File: src/rtl/spi_master_param.sv
// Parametrised full-duplex SPI master with N active-low selects and all four CPOL/CPHA modes.
// Optional macro AUTO_TRIG_EN adds a free-running trigger every TRIG_DIV cycles, ORed with START.
module spi_master_param #(
  parameter int unsigned DATA_W   = 16,
  parameter int unsigned CLK_DIV  = 4,
  parameter int unsigned N_SS     = 2,
  parameter int unsigned SS_W     = 1,
  parameter int unsigned TRIG_DIV = 2600000
) (
  input  logic              CLK_26,
  input  logic              RST,
  input  logic              START,
  input  logic [SS_W-1:0]   SS_SEL,
  input  logic [1:0]        MODE,
  input  logic [DATA_W-1:0] TX_DATA,
  input  logic              MISO,
  output logic              SCK,
  output logic              MOSI,
  output logic [N_SS-1:0]   SS,
  output logic              BUSY,
  output logic              DONE,
  output logic [DATA_W-1:0] RX_DATA
);

  localparam int unsigned BitW = (DATA_W > 1) ? $clog2(DATA_W) : 1;
  localparam int unsigned DivW = (CLK_DIV > 1) ? $clog2(CLK_DIV) : 1;
  localparam logic [BitW-1:0] BitLast = BitW'(DATA_W - 1);
  localparam logic [DivW-1:0] DivLast = DivW'(CLK_DIV - 1);

  typedef enum logic [1:0] {StIdle, StSetup, StShift, StHold} state_e;

  state_e            state_q, state_d;
  logic              cpol_q, cpol_d;
  logic              cpha_q, cpha_d;
  logic [SS_W-1:0]   sel_q, sel_d;
  logic [DATA_W-1:0] tx_q, tx_d;
  logic [DATA_W-1:0] rx_q, rx_d;
  logic [DATA_W-1:0] rx_data_q, rx_data_d;
  logic [BitW-1:0]   bit_q, bit_d;
  logic [DivW-1:0]   div_q, div_d;
  logic              phase_q, phase_d;
  logic              sck_q, sck_d;
  logic              mosi_q, mosi_d;
  logic              done_q, done_d;

  logic trig;
  logic sel_ok;
  logic div_end;
  logic lead_edge;
  logic trail_edge;

`ifdef AUTO_TRIG_EN
  localparam int unsigned TrigW = (TRIG_DIV > 1) ? $clog2(TRIG_DIV) : 1;
  localparam logic [TrigW-1:0] TrigLast = TrigW'(TRIG_DIV - 1);

  logic [TrigW-1:0] trig_cnt_q, trig_cnt_d;

  always_comb begin
    trig_cnt_d = (trig_cnt_q == TrigLast) ? '0 : trig_cnt_q + TrigW'(1);
  end

  always_ff @(posedge CLK_26 or negedge RST) begin
    if (!RST) begin
      trig_cnt_q <= '0;
    end else begin
      trig_cnt_q <= trig_cnt_d;
    end
  end

  // Counter keeps running while busy; a pulse landing then is simply lost.
  assign trig = START | (trig_cnt_q == TrigLast);
`else
  assign trig = START;
`endif

  assign sel_ok  = (32'(SS_SEL) < N_SS);
  assign div_end = (div_q == DivLast);

  always_comb begin
    state_d    = state_q;
    cpol_d     = cpol_q;
    cpha_d     = cpha_q;
    sel_d      = sel_q;
    tx_d       = tx_q;
    rx_d       = rx_q;
    rx_data_d  = rx_data_q;
    bit_d      = bit_q;
    div_d      = div_q;
    phase_d    = phase_q;
    sck_d      = sck_q;
    mosi_d     = mosi_q;
    done_d     = 1'b0;
    lead_edge  = 1'b0;
    trail_edge = 1'b0;

    unique case (state_q)
      StIdle: begin
        sck_d  = MODE[1];
        mosi_d = 1'b0;
        if (trig && sel_ok) begin
          state_d = StSetup;
          cpol_d  = MODE[1];
          cpha_d  = MODE[0];
          sel_d   = SS_SEL;
          tx_d    = TX_DATA;
          rx_d    = '0;
          bit_d   = BitLast;
          div_d   = '0;
          phase_d = 1'b0;
          // CPHA=0 needs the MSB on the wire before the first leading edge.
          mosi_d  = ~MODE[0] & TX_DATA[DATA_W-1];
        end
      end
      StSetup: begin
        sck_d = cpol_q;
        if (div_end) begin
          div_d     = '0;
          state_d   = StShift;
          phase_d   = 1'b0;
          sck_d     = ~cpol_q;
          lead_edge = 1'b1;
        end else begin
          div_d = div_q + DivW'(1);
        end
      end
      StShift: begin
        if (div_end) begin
          div_d = '0;
          if (!phase_q) begin
            phase_d    = 1'b1;
            sck_d      = cpol_q;
            trail_edge = 1'b1;
          end else if (bit_q == '0) begin
            state_d = StHold;
            mosi_d  = 1'b0;
          end else begin
            bit_d     = bit_q - BitW'(1);
            phase_d   = 1'b0;
            sck_d     = ~cpol_q;
            lead_edge = 1'b1;
          end
        end else begin
          div_d = div_q + DivW'(1);
        end
      end
      StHold: begin
        sck_d = cpol_q;
        if (div_end) begin
          div_d     = '0;
          state_d   = StIdle;
          done_d    = 1'b1;
          rx_data_d = rx_q;
        end else begin
          div_d = div_q + DivW'(1);
        end
      end
      default: state_d = StIdle;
    endcase

    if (lead_edge) begin
      if (cpha_q) begin
        mosi_d = tx_q[DATA_W-1];
        tx_d   = tx_q << 1;
      end else begin
        rx_d = {rx_q[DATA_W-2:0], MISO};
      end
    end

    if (trail_edge) begin
      if (cpha_q) begin
        rx_d = {rx_q[DATA_W-2:0], MISO};
      end else if (bit_q != '0) begin
        mosi_d = tx_q[DATA_W-2];
        tx_d   = tx_q << 1;
      end
    end
  end

  always_ff @(posedge CLK_26 or negedge RST) begin
    if (!RST) begin
      state_q   <= StIdle;
      cpol_q    <= 1'b0;
      cpha_q    <= 1'b0;
      sel_q     <= '0;
      tx_q      <= '0;
      rx_q      <= '0;
      rx_data_q <= '0;
      bit_q     <= '0;
      div_q     <= '0;
      phase_q   <= 1'b0;
      sck_q     <= 1'b0;
      mosi_q    <= 1'b0;
      done_q    <= 1'b0;
    end else begin
      state_q   <= state_d;
      cpol_q    <= cpol_d;
      cpha_q    <= cpha_d;
      sel_q     <= sel_d;
      tx_q      <= tx_d;
      rx_q      <= rx_d;
      rx_data_q <= rx_data_d;
      bit_q     <= bit_d;
      div_q     <= div_d;
      phase_q   <= phase_d;
      sck_q     <= sck_d;
      mosi_q    <= mosi_d;
      done_q    <= done_d;
    end
  end

  assign BUSY    = (state_q != StIdle);
  assign SCK     = sck_q;
  assign MOSI    = mosi_q;
  assign DONE    = done_q;
  assign RX_DATA = rx_data_q;

  always_comb begin
    SS = '1;
    for (int i = 0; i < N_SS; i++) begin
      if (BUSY && (sel_q == SS_W'(i))) begin
        SS[i] = 1'b0;
      end
    end
  end

endmodule

File: config.mk
export PLATFORM = sky130hd
export DESIGN_NAME = spi_master_param
export DESIGN_NICKNAME = d
export VERILOG_FILES = /design/src/rtl/spi_master_param.sv
export SDC_FILE = /design/constraint.sdc
export NUM_CORES = 1
export LEC_CHECK = 0
export BUFFER_PORTS_ARGS = -buffer_cell sky130_fd_sc_hd__buf_2
export CAP_MARGIN = 10
export CELL_PAD_IN_SITES_DETAIL_PLACEMENT = 1
export CELL_PAD_IN_SITES_GLOBAL_PLACEMENT = 2
export CORE_UTILIZATION = 40
export CTS_CLUSTER_DIAMETER = 50
export DETAILED_ROUTE_END_ITERATION = 12
export PLACE_DENSITY_LB_ADDON = 0.1
export SYNTH_ARGS = -nofsm -noshare
export SYNTH_HDL_FRONTEND = slang
export SYNTH_SLANG_ARGS = --single-unit
export TNS_END_PERCENT = 5
File: constraint.sdc
create_clock -name CLK_26 -period 4.56 [get_ports CLK_26]
set_input_delay 1.368 -clock CLK_26 [delete_from_list [all_inputs] [get_ports CLK_26]]
set_output_delay 1.368 -clock CLK_26 [all_outputs]
set_load 0.02 [all_outputs]
==> flow_summary.ini <==
[timing]
timing.final.crit_share = 0.668
totalNegativeSetupSlack_ns = 0
timing_max_transition_violations_final = 0
timing.max_slew.rel_slack = 0.243
worst_pin_slew_ns = 1.14
final-hold-violation-count = 0
period_minus_slack_ns = 3.05
setup_repair_after_global_routing_missed_its_margin = false
hold_slack_ns = 0.476
max_freq_ghz = 0.328
report.final.setup_viol = 0
fin_worst_skew_ns = 0.0110
worst_slack_ns = 1.51

[placed_design]
numPortBuffers = 44
postPlaceCellArea_mm2 = 0.00332
place.gp.congestion = 0.692
place_hpwl_um = 4220
pre_cts_slack_ns = 1.66

[cts]
cts_buffer_depth = 2
cts-hold-fix-buffers = 0
clk_pin_slew_ns = 0.07
cts_setup_buffers = 0
tritoncts = built
clk-insertion-delay-late_ns = 0.34
cts_root_buffer = clkbuf_8
cts.sink_count = 63
cts_buffers = 9
cts_htree_levels = 3
cts.repair.resized = 0

[die]
floorplan.die_area_mm2 = 0.00796
io-pin-count = 45
die_x_um = 89.2
core-area_mm2 = 0.00729
initial_core_util = 0.417
die_height_um = 89.2
rows = 31

[global_route]
grt.overflow.total = 0
grt_start_max_net_pins = 40
grt_pass1_vias = 2030
grt_util_all_layers = 0.173
first_pass_grt_wire_length_um = 10200
grt_antenna_before_repair = 0

[worst_hold_path]
min-delay-start = RX_DATA[8]$_DFFE_PN0P_
hold_critical_path_depth = 2
hold_class = register to register
timing.hold.worst_endpoint = RX_DATA[8]$_DFFE_PN0P_

[setup_path]
timing.setup.critical_path_class = register to output pin
r2r_cells = 6
r2r_setup_slack_ns = 1.93
crit_arrival_ns = 1.68
worst_r2r_endpoint = tx_q[5]$_DFF_PN0_
critical_path.startpoint_type = register
worst_setup_path_end_kind = output pin
critical_path.reg2reg.startpoint = bit_q[0]$_DFFE_PN0P_
critical_path.max_fanout = 12
timing.critical_path.required_ns = 3.19

[routing]
first_pass_iters = 3
drt-total-wl_um = 6250
routed_via_density = 4.91
dr_total_vias = 2062
initialDrtViolationCount = 40
wire_per_inst_um = 14.9
ant_nets = 0
remaining_drc_errors = 0

[pwr]
irDropWorstVdd_mv = 0.160
design_power_total_uw = 1080
p_leak_uw = 0.00199
power.density_cell_area_mw_per_mm2 = 307

[cells_and_area]
final_design_area_no_fill_mm2 = 0.00352
final.fill_count = 840
number_of_diodes_added_for_antenna_fixing = 0
final_common_cell = dfrtp_1
net_count_final = 345
drive_gt1_frac = 0.321
highest_count_cells_in_the_layout_ignoring_fill_and_taps = dfrtp_1 (63), buf_2 (44), nand2_1 (40)
syn_to_final_growth_pct = 15.6

[yosys]
syn_inst = 273
synth_seq_area_share = 0.518
per_instance_average_area_after_synthesis_um2 = 11.2
synthesis.area_mm2 = 0.00304
yosys_warnings = 0
postSynthRegisterBits = 63
synth_cell_type_count = 43
syn-num-nets = 302

[job]
timing.max_cap.violations = 0

[status]
status = finished clean
-- sequential cells by signal, indices dropped and copies added, names as in the netlist, 2 cells and up --
register  flops
state_q       2
tx_q         16
div_q         2
bit_q         4
RX_DATA      16
rx_q         16
-- through the flow --
stage / util / instances
floorplan: - / 273
global placement: 0.456 / 404
detailed placement: 0.456 / 404
CTS: 0.482 / 420
global route: 0.482 / 420
finish: 0.482 / 420
-- per-layer routing --
| metal | part of all wire | GRT usage | routed length (um) | vias up |
|---|---|---|---|---|
| met5 | 0 | 0 | 0 | - |
| met4 | 0.020 | 0.0909 | 123 | 0 |
| met3 | 0.036 | 0.0388 | 223 | 10 |
| met2 | 0.46 | 0.262 | 2870 | 32 |
| met1 | 0.48 | 0.232 | 3030 | 1004 |
| li1 | - | - | - | 1016 |
-- critical path: stages (launching register included) --
cell	delay, ns
dfrtp_1	0.41
inv_1	0.12
ha_1	0.43
inv_1	0.15
nand2_1	0.08
buf_2	0.15
-- cells in the mapped netlist, drive strengths merged --
cell    instances  area share
mux2i          18       0.059
o32ai           1      0.0029
o21ai          23       0.039
nand2b          1      0.0021
o21a            1      0.0025
xor2            1      0.0029
nor3b           2      0.0066
buf             5       0.016
nand3b          2      0.0049
dfrtp          63        0.52
a32oi           1      0.0029
a21oi           5      0.0082
or3b            1      0.0037
a41o            1      0.0033
mux2           35        0.14
a21boi          1      0.0037
a31oi           4       0.013
nor3            2      0.0033
nand3           4      0.0066
o211a           1      0.0033
nand2          40       0.049
nand4b          2      0.0058
ha              6       0.025
inv            24       0.030
clkbuf          9       0.011
and3            1      0.0021
nand4           2      0.0041
a311oi          1      0.0029
nor2b           3      0.0062
or2             1      0.0021
nor2            7      0.0086
o31ai           1      0.0025
o21bai          1      0.0025
or3             1      0.0021
a22o            2      0.0058
-- final cells by class --
type | count | area (um^2) | share of cell area
Clock buffer | 9 | 124 | 0.0352
Multi-Input combinational cell | 172 | 1300 | 0.368
Tap cell | 99 | 124 | 0.0352
Inverter | 24 | 90.1 | 0.0256
Clock inverter | 7 | 72.6 | 0.0206
Timing Repair Buffer | 46 | 235 | 0.0669
Sequential cell | 63 | 1580 | 0.448
-- how the worst max path moves through the flow --
| stage | from | end | cells past startpoint | slack, ns |
|---|---|---|---|---|
| floorplan | START | tx_q[10]$_DFF_PN0_ | 4 | 1.88 |
| global placement | START | tx_q[14]$_DFF_PN0_ | 4 | 1.69 |
| detailed placement | START | tx_q[15]$_DFF_PN0_ | 4 | 1.66 |
| CTS | state_q[0]$_DFFE_PN0P_ | SS[1] | 5 | 1.48 |
| global route | state_q[0]$_DFFE_PN0P_ | SS[1] | 5 | 1.38 |
| finish | state_q[0]$_DFFE_PN0P_ | SS[1] | 5 | 1.51 |
-- report_power, final --
| group | total [uW] | switching (uW) | internal, uW |
|---|---|---|---|
| Combinational | 27.3 | 17.7 | 9.63 |
| Clock | 490 | 237 | 253 |
| Sequential | 563 | 1.63 | 561 |
| Total | 1080 | 256 | 824 |
-- kinds of logic after synthesis --
| family | synth area share |
|---|---|
| simple gates | 0.107 |
| flops | 0.518 |
| mux | 0.199 |
| xor+xnor | 0.00288 |
| buf+inv | 0.0563 |
| compound gates | 0.0925 |
| fa+ha+maj | 0.0247 |
Note: power is estimated with default switching activity, not from simulation.
